--- src/rtl/sensor_event_encoder.sv ---
// Turns six bouncy, asynchronous track-detector lines into one-at-a-time 3-bit
// event codes with guaranteed idle gaps, for the level-sensitive crossing controller.
`timescale 1ns/1ps

module sensor_event_encoder #(
    parameter int DEBOUNCE_CYCLES = 4,
    parameter int HOLD_CYCLES     = 1,
    parameter int GAP_CYCLES      = 1,
    parameter int STUCK_CYCLES    = 1024
) (
    input  logic       clk,
    input  logic       reset,
    input  logic [5:0] det,
    output logic [2:0] sensor,
    output logic       code_valid,
    output logic [5:0] pending,
    output logic       overrun,
    output logic [5:0] stuck
);

    localparam int N_CH   = 6;
    localparam int DB_W   = (DEBOUNCE_CYCLES > 1) ? $clog2(DEBOUNCE_CYCLES) : 1;
    localparam int ST_W   = $clog2(STUCK_CYCLES + 1);
    localparam int PH_MAX = (HOLD_CYCLES > GAP_CYCLES) ? HOLD_CYCLES : GAP_CYCLES;
    localparam int PH_W   = (PH_MAX > 1) ? $clog2(PH_MAX) : 1;

    localparam logic [DB_W-1:0] DB_LAST   = DB_W'(DEBOUNCE_CYCLES - 1);
    localparam logic [ST_W-1:0] ST_MAX    = ST_W'(STUCK_CYCLES);
    localparam logic [ST_W-1:0] ST_PRE    = ST_W'(STUCK_CYCLES - 1);
    localparam logic [PH_W-1:0] HOLD_LAST = PH_W'(HOLD_CYCLES - 1);
    localparam logic [PH_W-1:0] GAP_LAST  = PH_W'(GAP_CYCLES - 1);

    typedef enum logic [1:0] {
        S_IDLE = 2'd0,
        S_EMIT = 2'd1,
        S_GAP  = 2'd2
    } state_t;

    logic [5:0]      r_sync1;
    logic [5:0]      r_sync2;
    logic [5:0]      r_stable;
    logic [5:0]      r_stable_d;
    logic [DB_W-1:0] r_db_cnt [N_CH];
    logic [ST_W-1:0] r_st_cnt [N_CH];
    logic [5:0]      r_pending;
    logic            r_overrun;
    logic [5:0]      r_stuck;
    logic [2:0]      r_sensor;
    logic            r_code_valid;
    state_t          r_state;
    logic [PH_W-1:0] r_ph_cnt;

    logic [5:0]      w_stable_next;
    logic [DB_W-1:0] w_db_cnt_next [N_CH];
    logic [5:0]      w_rise;
    logic [5:0]      w_clear;
    logic [3:0]      w_sel;
    state_t          w_state_next;
    logic [PH_W-1:0] w_ph_cnt_next;
    logic [2:0]      w_sensor_next;
    logic            w_cv_next;

    // Lowest set request wins; returns {found, index}.
    function automatic logic [3:0] f_lowest(input logic [5:0] req);
        logic [3:0] sel;
        sel = 4'b0000;
        for (int i = N_CH - 1; i >= 0; i--) begin
            if (req[i]) begin
                sel = {1'b1, 3'(i)};
            end
        end
        return sel;
    endfunction

    // Two-flop synchronizer per detector line.
    always_ff @(posedge clk or posedge reset) begin
        if (reset) begin
            r_sync1 <= 6'b000000;
            r_sync2 <= 6'b000000;
        end else begin
            r_sync1 <= det;
            r_sync2 <= r_sync1;
        end
    end

    // Debounce: any sample agreeing with the stable level restarts qualification.
    always_comb begin
        w_stable_next = r_stable;
        for (int i = 0; i < N_CH; i++) begin
            w_db_cnt_next[i] = '0;
            if (r_sync2[i] != r_stable[i]) begin
                if (r_db_cnt[i] == DB_LAST) begin
                    w_stable_next[i] = r_sync2[i];
                    w_db_cnt_next[i] = '0;
                end else begin
                    w_db_cnt_next[i] = r_db_cnt[i] + DB_W'(1);
                end
            end else begin
                w_db_cnt_next[i] = '0;
            end
        end
    end

    // Debounce state and the delayed copy used for edge detection.
    always_ff @(posedge clk or posedge reset) begin
        if (reset) begin
            r_stable   <= 6'b000000;
            r_stable_d <= 6'b000000;
            for (int i = 0; i < N_CH; i++) begin
                r_db_cnt[i] <= '0;
            end
        end else begin
            r_stable   <= w_stable_next;
            r_stable_d <= r_stable;
            for (int i = 0; i < N_CH; i++) begin
                r_db_cnt[i] <= w_db_cnt_next[i];
            end
        end
    end

    assign w_rise = r_stable & ~r_stable_d;

    // Stuck-high detection counts stable-high cycles, saturating at the threshold.
    always_ff @(posedge clk or posedge reset) begin
        if (reset) begin
            r_stuck <= 6'b000000;
            for (int i = 0; i < N_CH; i++) begin
                r_st_cnt[i] <= '0;
            end
        end else begin
            for (int i = 0; i < N_CH; i++) begin
                if (!w_stable_next[i]) begin
                    r_st_cnt[i] <= '0;
                    r_stuck[i]  <= 1'b0;
                end else if (r_st_cnt[i] != ST_MAX) begin
                    r_st_cnt[i] <= r_st_cnt[i] + ST_W'(1);
                    r_stuck[i]  <= (r_st_cnt[i] == ST_PRE);
                end else begin
                    r_stuck[i]  <= 1'b1;
                end
            end
        end
    end

    // Pending queue: a new edge beats a same-cycle clear, and only a truly
    // outstanding event turns a new edge into an overrun.
    always_ff @(posedge clk or posedge reset) begin
        if (reset) begin
            r_pending <= 6'b000000;
            r_overrun <= 1'b0;
        end else begin
            r_pending <= (r_pending & ~w_clear) | w_rise;
            r_overrun <= |(w_rise & r_pending & ~w_clear);
        end
    end

    assign w_sel = f_lowest(r_pending);

    // Emission FSM next-state and next-output logic.
    always_comb begin
        w_state_next  = r_state;
        w_ph_cnt_next = r_ph_cnt;
        w_sensor_next = r_sensor;
        w_cv_next     = r_code_valid;
        w_clear       = 6'b000000;
        case (r_state)
            S_IDLE: begin
                if (w_sel[3]) begin
                    w_sensor_next = w_sel[2:0] + 3'd1;
                    w_cv_next     = 1'b1;
                    w_clear       = 6'b000001 << w_sel[2:0];
                    w_ph_cnt_next = HOLD_LAST;
                    w_state_next  = S_EMIT;
                end else begin
                    w_sensor_next = 3'b000;
                    w_cv_next     = 1'b0;
                end
            end
            S_EMIT: begin
                if (r_ph_cnt == '0) begin
                    w_sensor_next = 3'b000;
                    w_cv_next     = 1'b0;
                    w_ph_cnt_next = GAP_LAST;
                    w_state_next  = S_GAP;
                end else begin
                    w_ph_cnt_next = r_ph_cnt - PH_W'(1);
                end
            end
            S_GAP: begin
                w_sensor_next = 3'b000;
                w_cv_next     = 1'b0;
                if (r_ph_cnt == '0) begin
                    w_state_next = S_IDLE;
                end else begin
                    w_ph_cnt_next = r_ph_cnt - PH_W'(1);
                end
            end
            default: begin
                w_sensor_next = 3'b000;
                w_cv_next     = 1'b0;
                w_ph_cnt_next = '0;
                w_state_next  = S_IDLE;
            end
        endcase
    end

    // Emission FSM state and registered outputs.
    always_ff @(posedge clk or posedge reset) begin
        if (reset) begin
            r_state      <= S_IDLE;
            r_ph_cnt     <= '0;
            r_sensor     <= 3'b000;
            r_code_valid <= 1'b0;
        end else begin
            r_state      <= w_state_next;
            r_ph_cnt     <= w_ph_cnt_next;
            r_sensor     <= w_sensor_next;
            r_code_valid <= w_cv_next;
        end
    end

    assign sensor     = r_sensor;
    assign code_valid = r_code_valid;
    assign pending    = r_pending;
    assign overrun    = r_overrun;
    assign stuck      = r_stuck;

    sensor_event_encoder_chk u_chk (
        .clk        (clk),
        .reset      (reset),
        .sensor     (r_sensor),
        .code_valid (r_code_valid)
    );

endmodule

// Output-protocol properties for the encoder.
module sensor_event_encoder_chk (
    input logic       clk,
    input logic       reset,
    input logic [2:0] sensor,
    input logic       code_valid
);

    a_no_code_7: assert property (@(posedge clk) disable iff (reset) sensor != 3'b111);
    a_valid_tracks_code: assert property (@(posedge clk) disable iff (reset)
        code_valid == (sensor != 3'b000));

endmodule
--- config.mk ---
export PLATFORM = sky130hd
export DESIGN_NAME = sensor_event_encoder
export DESIGN_NICKNAME = d
export VERILOG_FILES = /design/src/rtl/sensor_event_encoder.sv
export SDC_FILE = /design/constraint.sdc
export NUM_CORES = 1
export LEC_CHECK = 0
export ABC_AREA = 1
export CELL_PAD_IN_SITES_DETAIL_PLACEMENT = 1
export CELL_PAD_IN_SITES_GLOBAL_PLACEMENT = 2
export CORE_MARGIN = 2
export CORE_UTILIZATION = 40
export DETAILED_ROUTE_END_ITERATION = 8
export HOLD_SLACK_MARGIN = 0.06
export PLACE_DENSITY_LB_ADDON = 0.1
export SYNTH_ARGS = -nofsm -noshare
export SYNTH_HDL_FRONTEND = slang
export SYNTH_SLANG_ARGS = --single-unit
--- constraint.sdc ---
create_clock -name clk -period 12.3 [get_ports clk]
set_clock_uncertainty 0.15 [all_clocks]
set_input_delay 2.46 -clock clk [delete_from_list [all_inputs] [get_ports clk]]
set_output_delay 2.46 -clock clk [all_outputs]
set_load 0.005 [all_outputs]
==> results of run 1 <==
## layer usage
layer,up-vias,wire (um)
li1,2269,-
met4,0,272
met3,18,290
met5,-,0
met2,40,6280
met1,2249,6240
## path summary, 6_finish.rpt
check / from / depth (start not counted) / end
worst min register to register: r_sync1[2] / 0 / r_sync2[2]
min in group asynchronous: reset / 2 / r_st_cnt[44]
worst max-delay path: reset / 3 / r_st_cnt[51]
worst min-delay path: r_sync1[2] / 0 / r_sync2[2]
worst max register to register: pending[5] / 11 / overrun
max in group clk: pending[3] / 1 / pending[3]
## per-stage QoR
stage	cell area, um^2	power (mW)	hold WS [ps]	util (%)	setup slack [ps]
floorplan	5820	0.796	181	-	6480
global placement	6250	0.882	181	43.5	7790
detailed placement	6250	0.905	190	43.5	7750
CTS	6840	1.41	202	47.6	8210
global route	6840	1.50	213	47.6	8010
finish	6840	1.39	200	47.6	8300
## state kept, by name (all words and copies together), names as in the netlist
signal	count
r_stable	6
pending	6
r_sync1	6
r_sync2	6
code_valid	1
r_stable_d	6
sensor	3
r_state	2
r_st_cnt	66
stuck	6
r_db_cnt	12
overrun	1
## layout make-up
type | instances | area, um^2
fillers | 1719 | 7530
flip-flops and latches | 121 | 3030
multi-input cells | 440 | 2310
clock buffers | 24 | 502
inverters | 115 | 434
repair buffers | 25 | 248
well taps | 184 | 230
clock inverters | 7 | 90.1
## cell families (layout without fill, tap and decap cells)
logic type | Yosys count | in the layout | share of synthesized area [%]
buffers and inverters | 121 | 171 | 8.26
and+or+nand+nor | 330 | 330 | 26.4
xor gates and xnor gates | 7 | 7 | 1.05
adders and majority gates | 23 | 23 | 4.95
AOI/OAI and AO/OA | 80 | 80 | 7.27
DFF | 121 | 121 | 52.1
## power by group
group	switching, mW	internal [mW]	leakage (nW)
registers	0.0662	0.478	1.56
logic	0.219	0.132	1.53
clock network	0.173	0.322	0.288
total	0.458	0.932	3.38
## layout by cell type (no fill, tap or decap), types with 6 or more instances in the layout
master and instances:
dfrtp_1 121, o21ai_0 36, xnor2_1 6, nand4_1 26, clkdlybuf4s50_1 24, ha_1 23
nand3_1 53, a21oi_1 32, nor3_1 26, inv_1 112, nor2_1 81, nand2_1 115
clkbuf_16 17, nor2_2 6
## worst register-to-register path, cell delays in order (launching register included)
cell	delay [ps]
dfrtp_1	390
inv_1	60
o21ai_0	180
nand2_1	90
a21oi_1	320
inv_1	120
ha_1	210
a21boi_0	280
nand3_1	110
nand2_1	80
nor2_1	50
nand2_1	50
==> qor.yml, run 1 <==
crit_required_ps: 12570
gr-usage-met2_pct: 30.6
run_status: "complete, no violations"
p_per_area_mw_per_mm2: 203
cts.reportedPaths.clkPinSlew_ps: 50
start_util_pct: 40.5
nNetsFinal: 751
worst_path_max_delay_cell: "buf_4"
worst_pin_slew_ps: 909
ys_seq_area_share_pct: 52.1
crit_family: "buffers and inverters"
rows: 44
path_class: "primary input to async pin"
grt_pass1_wl_um: 23300
post_cts_buffers: 0
clkSinkCount: 121
synth_edf_count: 0
layout-drive-gt1-share_pct: 7.92
drv_cap: 0
antenna_found_initial: 0
syn_area_mm2: 0.00582
fin_setup_tns_ps: 0
die_w_um: 125
dpl.cell_count: 885
drt_wl_total_um: 13100
setup_viol: 0
ir_worst_vdd_uv: 135
crit_chain: "clkdlybuf4s50_1 > inv_4 > buf_4"
async_flop_share_pct: 100
hold_violations: 0
grt_start_max_net_pins: 73
via_per_inst: 5.00
vias: 4576
die_h_um: 125
syn_to_final_growth_pct: 17.6
yosysMostFrequentCell: "dfrtp_1"
io_buffers: 24
track_usage_pct: 18.5
synth_cells: 682
drt_first_pass_iters: 4
ctsResizeCount: 0
ys_types: 32
synthTopCellsByArea: "dfrtp_1 (52%), nand2_1 (7.4%), inv_1 (7.3%)"
slew_violations: 0
yosysTopAreaCellShare_pct: 52.1
worstSetupEndpointType: "async pin"
gr-usage-met3_pct: 3.65
fin_cells: 916
clkLatencyLatePin_ps: 420
synth_flop_cell: "dfrtp_1"
cts-htree-levels: 4
min_path_type: "flip-flop to flip-flop"
cts-root-buf: "clkbuf_16"
dieArea_mm2: 0.0155
syn_area_per_cell_um2: 8.53
drtAntennaViolNets: 0
critical-path-max-stage-delay_ps: 820
period_share_pct: 32.5
hpwl_um: 9380
io_pins: 25
busiest_layer: "met2"
drc: 0
period_minus_slack_ps: 4000
synth.net_count: 713
cts-hold-fix-buffers: 0
startpoint_type: "primary input"
num_antenna_cells: 0
yosys_warnings: 0
ys_top_cells_by_count: "dfrtp_1 (121), nand2_1 (115), inv_1 (113), nor2_1 (81), nand3_1 (53)"
ys_ff_latch: 121
relSlewSlack_pct: 39.4
reg2reg_slack_ps: 10150
gp_congestion: 0.789
path_max_fanout: 72
detail_route.wl_per_cell_um: 14.3
path_buf_inv: 3
core_area_mm2: 0.0144
rsz0062_at_grt: "no"
cts_tree: "yes"
grt_use_met1_pct: 23.7
yosys.area.top_type: "dfrtp_1"
fmax_mhz: 250
grt.overflow.total: 0
p_leak_nw: 3.38
arrival_ps: 4270
grt_pass1_vias: 4893
cts_buffer_depth: 2
drtIter0Drc: 165
numCtsBuffers: 17
Note: power is estimated with default switching activity, not from simulation.
==> run 2: changes to the inputs <==
--- a/config.mk
+++ b/config.mk
@@ -9,7 +9,7 @@
 export CELL_PAD_IN_SITES_DETAIL_PLACEMENT = 1
 export CELL_PAD_IN_SITES_GLOBAL_PLACEMENT = 2
 export CORE_MARGIN = 2
-export CORE_UTILIZATION = 40
+export CORE_UTILIZATION = 37
 export DETAILED_ROUTE_END_ITERATION = 8
 export HOLD_SLACK_MARGIN = 0.06
 export PLACE_DENSITY_LB_ADDON = 0.1
==> constraint.sdc (replaced) <==
create_clock -name clk -period 3.8 [get_ports clk]
set_clock_uncertainty 0.15 [all_clocks]
set_input_delay 0.76 -clock clk [delete_from_list [all_inputs] [get_ports clk]]
set_output_delay 0.76 -clock clk [all_outputs]
set_load 0.005 [all_outputs]
==> run 2 against run 1 <==
Die area grew 7.8%; non-clock buffer count is the same; critical path depth shrank 2; utilization decreased by 2.7 points; worst hold slack got worse by 2.7 ps; combinational power grew to 3.2 times the previous value; critical path type is now flip-flop to primary output; largest cell class unchanged.
==> qor.yml, run 2 (synthesized netlist as in run 1, its figures left out) <==
switching_share_pct: 33.9  # +0.94 points
grt_pass1_vias: 4843  # -1.0%
p_leak_nw: 3.35  # -0.78%
cts-htree-levels: 4  # unchanged
hpwl_um: 9150  # -2.4%
drt_first_pass_iters: 4  # unchanged
start_util_pct: 38.1  # -2.4 points
grt.overflow.total: 0  # unchanged
largest_reg_flops: 66  # unchanged
reg2reg_to: "overrun"
vias: 4598  # +0.48%
worst_pin_slew_ps: 692  # -217 ps
final_common_cell: "dfrtp_1"
post_cts_buffers: 0  # unchanged
cts-hold-fix-buffers: 0  # unchanged
io_buffers: 24  # unchanged
p_int_mw: 2.89  # +210%
ctsResizeCount: 0  # unchanged
nNetsFinal: 751  # unchanged
path_max_fanout: 5  # -93%
rows: 45  # +2.3%
cts_buffer_depth: 2  # unchanged
timing.rr.start: "pending[5]"
worstSetupEndpointType: "primary output"
fmax_mhz: 436
core_area_mm2: 0.0153  # +6.2%
reg2reg_depth: 11  # unchanged
reg2reg_slack_ps: 1720  # -8430 ps
syn_to_final_growth_pct: 17.7  # about the same
period_share_pct: 60.3
worstHoldEndpoint: "r_sync2[2]"
crit_family: "buffers and inverters"
drt_wl_total_um: 12800  # -1.9%
crit_chain: "clkdlybuf4s50_1"
gp_congestion: 0.800  # +1.5%
drv_cap: 0  # unchanged
worst_path_max_delay_cell: "clkdlybuf4s50_1"
slew_violations: 0  # unchanged
cts_tree: "yes"
clkSinkCount: 121  # unchanged
p_clk_share_pct: 34.3  # -1.3 points
clkLatencyLatePin_ps: 420  # about the same
min_from: "r_sync1[2]"
regMostFlops: "r_st_cnt"
final_cell_mix: "dfrtp_1 (121), nand2_1 (115), inv_1 (112)"
combPwrFrac_pct: 25.6  # +0.4 points
grt_start_max_net_pins: 122  # +67%
top_regs: "r_st_cnt: 66 flops, r_db_cnt: 12 flops"
layout-drive-gt1-share_pct: 8.05  # +0.13 points
drc: 0  # unchanged
via_per_inst: 4.87  # -2.5%
fill_cells: 1821  # +5.9%
dieArea_mm2: 0.0167  # +7.8%
rsz0062_at_grt: "no"
run_status: "complete, no violations"
hold_violations: 0  # unchanged
fin_setup_tns_ps: 0  # unchanged
numCtsBuffers: 17  # unchanged
seq_power_share_pct: 40.1  # +1.0 points
grt_pass1_wl_um: 22500  # -3.1%
path_class: "flip-flop to primary output"
num_antenna_cells: 0  # unchanged
utilization_pct: 44.9  # -2.7 points
hold-path-cell-count: 0  # unchanged
die_w_um: 129  # +3.8%
drtAntennaViolNets: 0  # unchanged
io_pins: 25  # unchanged
cts.reportedPaths.clkPinSlew_ps: 60  # about the same
die_h_um: 129  # +3.8%
path_buf_inv: 1  # -2
grt_use_met1_pct: 21.6  # -2.1 points
startpoint_type: "flip-flop"
antenna_found_initial: 0  # unchanged
crit_required_ps: 2890  # -9680 ps
drtIter0Drc: 208  # +26%
gr-usage-met3_pct: 5.53  # +1.9 points
critical-path-max-stage-delay_ps: 570  # -250 ps
relSlewSlack_pct: 53.9  # +14 points
net-switching-power_mw: 1.48  # +220%
busiest_layer: "met2"
detail_route.wl_per_cell_um: 13.6  # -4.8%
period_minus_slack_ps: 2290
min_path_type: "flip-flop to flip-flop"
p_per_area_mw_per_mm2: 638  # +210%
cts-root-buf: "clkbuf_16"
ir_worst_vdd_uv: 342  # +150%
setup_viol: 0  # unchanged
arrival_ps: 1380  # -2890 ps
gr-usage-met2_pct: 28.0  # -2.6 points
track_usage_pct: 17.2  # -1.3 points
## run 2: cell count changes in the layout (fill, tap and decap cells not counted)
cell	change
clkinv_2	+2
clkinvlp_4	+3
clkinv_4	+2
bufinv_16	-1
inv_4	-1
buf_4	-1
buf_12	+1
clkbuf_8	-4
## run 2: worst max path at each step
stage / start / cells past startpoint / to
CTS: pending[5] / 1 / pending[5]
finish: pending[5] / 1 / pending[5]
global placement: reset / 3 / r_st_cnt[62]
global route: pending[4] / 1 / pending[4]
floorplan: reset / 1 / code_valid
detailed placement: pending[5] / 11 / overrun
## run 2: power by group through the flow
| stage | logic [mW] | clock network, mW | registers (mW) |
|---|---|---|---|
| CTS | 1.15 | 1.56 | 1.76 |
| global placement | 1.09 | 0 | 1.76 |
| detailed placement | 1.14 | 0 | 1.78 |
| global route | 1.32 | 1.61 | 1.79 |
| finish | 1.12 | 1.50 | 1.75 |
| floorplan | 0.855 | 0 | 1.72 |
## run 2: per-stage QoR
stage | setup WS, ps | std cells | hold WS [ps] | instance area [um^2] | total power [mW]
2_1_floorplan | 1410 | 682 | 181 | 5820 | 2.58
3_3_place_gp | 1830 | 912 | 182 | 6300 | 2.85
3_5_place_dp | 1730 | 912 | 186 | 6300 | 2.92
4_1_cts | 1460 | 944 | 198 | 6850 | 4.47
5_1_grt | 1420 | 944 | 206 | 6850 | 4.72
6_report | 1510 | 944 | 197 | 6850 | 4.37
## run 2: final cells by class
type / count / area (um^2) / area share [%]
repair buffers: 25 / 260 / 3.80
clock inverters: 12 / 103 / 1.50
multi-input cells: 440 / 2310 / 33.7
flip-flops and latches: 121 / 3030 / 44.2
inverters: 115 / 435 / 6.36
clock buffers: 20 / 447 / 6.53
well taps: 211 / 264 / 3.86
## run 2: routing by layer
layer / share of wire (%) / wire, um
met2: 48 / 6190
met3: 3.1 / 394
met1: 47 / 6090
met5: 0 / 0
met4: 1.3 / 166
==> run 3: changes to the inputs <==
--- a/config.mk
+++ b/config.mk
@@ -9,7 +9,7 @@
 export CELL_PAD_IN_SITES_DETAIL_PLACEMENT = 1
 export CELL_PAD_IN_SITES_GLOBAL_PLACEMENT = 2
 export CORE_MARGIN = 2
-export CORE_UTILIZATION = 37
+export CORE_UTILIZATION = 34
 export DETAILED_ROUTE_END_ITERATION = 8
 export HOLD_SLACK_MARGIN = 0.06
 export PLACE_DENSITY_LB_ADDON = 0.1
==> constraint.sdc (replaced) <==
create_clock -name clk -period 2.09 [get_ports clk]
set_clock_uncertainty 0.15 [all_clocks]
set_input_delay 0.418 -clock clk [delete_from_list [all_inputs] [get_ports clk]]
set_output_delay 0.418 -clock clk [all_outputs]
set_load 0.005 [all_outputs]
==> run 3 against run 2 <==
Via count about the same; clock power increased by 110%; setup slack got worse by 1400 ps; final cell count increased by 2.1%; non-clock buffer count increased by 11; combinational power increased by 93%; largest cell class unchanged.
==> qor.yml, run 3 (synthesized netlist as in run 1, its figures left out) <==
cts.reportedPaths.clkPinSlew_ps: 60  # about the same
antenna_found_initial: 0  # unchanged
num_antenna_cells: 0  # unchanged
drt_wl_total_um: 13200  # +2.5%
cts-htree-levels: 4  # unchanged
io_buffers: 24  # unchanged
finalPower_mw: 8.51  # +95%
drv_cap: 0  # unchanged
track_usage_pct: 16.1  # -1.0 points
drtAntennaViolNets: 0  # unchanged
regMostFlops: "r_st_cnt"
cts_buffer_depth: 2  # unchanged
startpoint_type: "flip-flop"
dpl.cell_count: 932  # +2.2%
gp_congestion: 0.786  # -1.8%
drc: 0  # unchanged
syn_to_final_growth_pct: 21.6
detail_route.wl_per_cell_um: 13.7  # +0.38%
hold_violations: 0  # unchanged
p_leak_nw: 3.46  # +3.2%
via_per_inst: 4.77  # -2.2%
largest_reg_flops: 66  # unchanged
cts_tree: "yes"
clkSinkCount: 121  # unchanged
drt_first_pass_iters: 4  # unchanged
fin_cells: 964  # +2.1%
cts-root-buf: "clkbuf_16"
hpwl_um: 9820  # +7.3%
fmax_mhz: 501
period_share_pct: 95.5
core_area_mm2: 0.0166  # +9.1%
path_max_fanout: 4  # -1
top_regs: "r_st_cnt: 66 flops, r_db_cnt: 12 flops"
run_status: "complete, no violations"
p_per_area_mw_per_mm2: 1200  # +89%
final_common_cell: "dfrtp_1"
rsz0062_at_grt: "no"
clkLatencyLatePin_ps: 420  # about the same
nNetsFinal: 762  # +1.5%
drtIter0Drc: 126  # -39%
fin_setup_tns_ps: 0  # unchanged
stdcell_area_mm2: 0.00707  # +3.3%
slew_violations: 0  # unchanged
start_util_pct: 35.0  # -3.2 points
final_cell_mix: "dfrtp_1 (121), nand2_1 (115), inv_1 (112)"
arrival_ps: 1430  # +50 ps
period_minus_slack_ps: 2000
path_class: "flip-flop to primary output"
die_h_um: 135  # +4.2%
numCtsBuffers: 17  # unchanged
grt_start_max_net_pins: 34  # -72%
io_pins: 25  # unchanged
utilization_pct: 42.5  # -2.4 points
grt_pass1_vias: 4844  # +0.021%
ir_worst_vdd_uv: 678  # +98%
rows: 47  # +4.4%
placed_area_mm2: 0.00643  # +2.1%
relSlewSlack_pct: 71.6  # +18 points
layout-drive-gt1-share_pct: 9.54  # +1.5 points
worstSetupEndpointType: "primary output"
min_path_type: "flip-flop to flip-flop"
grt_pass1_wl_um: 23200  # +2.9%
vias: 4594  # -0.087%
setup_viol: 0  # unchanged
cts-hold-fix-buffers: 0  # unchanged
die_w_um: 135  # +4.2%
worst_pin_slew_ps: 425  # -267 ps
crit_required_ps: 1520  # -1370 ps
grt.overflow.total: 0  # unchanged
dieArea_mm2: 0.0182  # +8.5%
==> run 3: where the power goes <==
part / internal, mW / switching, mW / leakage (nW)
Sequential: 2.81 / 0.367 / 1.56
Clock: 2.09 / 1.07 / 0.303
Combinational: 0.864 / 1.30 / 1.60
Total: 5.77 / 2.74 / 3.46
==> run 3: worst paths after layout <==
kind | startpoint | end | slack [ps] | cells past startpoint
worst min-delay path | r_sync1[2] | r_sync2[2] | 200 | 0
max in group asynchronous | reset | r_sync1[4] | 1060 | 3
worst max-delay path | pending[5] | pending[5] | 90 | 2
min in group asynchronous | reset | r_st_cnt[49] | 210 | 2
worst max register to register | pending[4] | overrun | 230 | 10
worst min register to register | r_sync1[2] | r_sync2[2] | 200 | 0
==> run 3: what timing repair did <==
action,4_1_cts,5_1_grt
gates resized for setup,0,3
endpoints found under the setup margin,0,3
setup buffers,0,0
hold endpoints to repair,0,0
==> run 3: per-layer routing <==
layer,vias to the layer above,GRT usage (%),part of all wire [%]
met2,33,27.2,50
met5,-,0,0
met1,2250,19.7,46
met4,0,6.32,1.9
li1,2292,-,-
met3,19,4.32,2.3
==> run 3: final cells by class <==
class / count / area [um^2]
fillers: 1955 / 9570
flip-flops and latches: 121 / 3030
multi-input cells: 440 / 2310
clock buffers: 22 / 474
inverters: 115 / 435
repair buffers: 36 / 383
well taps: 220 / 275
clock inverters: 10 / 165
==> run 3: per-stage QoR <==
stage	hold slack, ps	setup slack (ps)
global route	204	7.05
detailed placement	188	73.1
floorplan	181	38.7
finish	197	94.6
CTS	197	43.0
global placement	184	202
==> run 3: worst max-delay path, cell delays in order (launching register included) <==
cell	delay (ps)
dfrtp_1	340
buf_4	130
clkdlybuf4s50_1	530
==> patch, RTL diff (flow settings as in run 3) <==
Change the localparam `N_CH` from 6 to 12.
--- a/src/rtl/sensor_event_encoder.sv
+++ b/src/rtl/sensor_event_encoder.sv
@@ -20,3 +20,3 @@
 
-    localparam int N_CH   = 6;
+    localparam int N_CH   = 12;
     localparam int DB_W   = (DEBOUNCE_CYCLES > 1) ? $clog2(DEBOUNCE_CYCLES) : 1;
Formal check against the unedited RTL: not equivalent (Yosys sat finds a counterexample within 4 cycles, from zero or initial values and one cycle with reset high).
==> patch against run 3 <==
- power shrank 5.5%
- sequential power down 2%
- sequential cell count is 1 lower
- setup slack worse by 0.013 ns
- area after synthesis shrank 0.34%
- final area shrank 2.2%
- non-clock buffer count is 7 lower
- wire length shrank 3.6%
- fmax fell by 0.63%
- critical path type unchanged
- critical endpoint is now pending[0]
- largest power group unchanged
==> patch: results (changes against run 3) <==
\begin{tabular}{lr}
\hline
Metric & Value \\
\hline
\multicolumn{2}{l}{\textbf{Route}} \\
WL final & 12.69 mm (was 13.16 mm) \\
Met3 Routed Length & 296 um (was 306 um) \\
M1 wire length & 5.858 mm (was 6.089 mm) \\
Routed met2 length & 6.329 mm (was 6.522 mm) \\
Number of DRC markers in iteration 0 & 153 (was 126) \\
\multicolumn{2}{l}{\textbf{Logic synthesis}} \\
Net count after synthesis & 719 (was 713) \\
Commonest cells in the synthesized netlist & nand2\_1, dfrtp\_1, nor2\_1 (was dfrtp\_1, nand2\_1, inv\_1) \\
Share of synthesized area occupied by flip-flops and latches & 0.5180 (was 0.5205) \\
Leading cell types by total area after synthesis & dfrtp\_1, nand2\_1, nor2\_1 (was dfrtp\_1, nand2\_1, inv\_1) \\
Synth cell types & 26 (was 32) \\
Post-Synth XOR/XNOR Area & 0.02266 (was 0.01054) \\
\multicolumn{2}{l}{\textbf{Pwr}} \\
Static power due to leakage & 3.360 nW (was 3.461 nW) \\
Net switching component of the power & 2.608 mW (was 2.738 mW) \\
Pwr dens & 1163 mW/mm\^{}2 (was 1203 mW/mm\^{}2) \\
Worst voltage drop across the vdd grid & 627.6 uV (was 678.0 uV) \\
Combinational power share & 0.238 (was 0.254) \\
\multicolumn{2}{l}{\textbf{Outcome}} \\
Result of the run & finished, final reports clean (unchanged) \\
\multicolumn{2}{l}{\textbf{Finish}} \\
Proportion of layout cells with a drive suffix above 1 & 0.08367 (was 0.09543) \\
Final standard cell count with taps included and fillers excluded & 961 (was 964) \\
Nets & 759 (was 762) \\
\multicolumn{2}{l}{\textbf{GRT}} \\
Number of global-route vias before repair & 4,697 (was 4,844) \\
Grt met1 use & 0.1786 (was 0.1969) \\
Global routing usage on met2 & 0.2693 (was 0.2716) \\
Global Route Usage Sum & 0.1537 (was 0.1612) \\
First-pass GRT wire length & 22.05 mm (was 23.20 mm) \\
\multicolumn{2}{l}{\textbf{Worst hold path}} \\
Kind of path behind the tightest hold check & in -> async (was reg -> reg) \\
\multicolumn{2}{l}{\textbf{Setup path}} \\
Worst Setup EP & pending[0] (was pending[5]) \\
Largest fanout on the critical path & 6 (was 4) \\
Cell depth of the worst flop-to-flop path & 12 (was 10) \\
Maximum cell stage delay along the critical path & 0.58 ns (was 0.53 ns) \\
\multicolumn{2}{l}{\textbf{STA}} \\
Tightest slew margin relative to the limit & 0.6987 (was 0.7159) \\
\multicolumn{2}{l}{\textbf{Place}} \\
Placer congestion estimate & 0.7724 (was 0.7859) \\
Number of placed instances with taps included & 929 (was 932) \\
Total half-perimeter wirelength after legalization and detailed placement & 9.222 mm (was 9.819 mm) \\
\hline
\end{tabular}
## patch: cell types whose count changed after synthesis, moves of 6 or more
cell / run 3 / this run
nand4_1: 26 / 15
nand2_1: 115 / 149
nor3_1: 26 / 19
a21oi_1: 32 / 21
xor2_1: 1 / 7
nor2_1: 81 / 105
inv_1: 113 / 92
nand3_1: 53 / 61
o21ai_0: 36 / 24
## patch: layout make-up
| type | count | area share |
|---|---|---|
| tap | 220 | 0.03981 |
| sequential | 120 | 0.4343 |
| timing repair buffer | 29 | 0.04379 |
| inverter | 92 | 0.05049 |
| clock buffer | 20 | 0.06605 |
| multi-input combinational | 468 | 0.3440 |
| clock inverter | 12 | 0.02153 |
## patch: per-stage QoR
stage / util / cell area, um^2 / worst slack [ns]
2_1_floorplan: - / 5801 / 0.05265
3_3_place_gp: 0.3791 / 6309 / 0.3934
3_5_place_dp: 0.3791 / 6309 / 0.2884
4_1_cts: 0.4155 / 6914 / 0.04915
5_1_grt: 0.4155 / 6914 / 0.01387
6_report: 0.4155 / 6914 / 0.08204
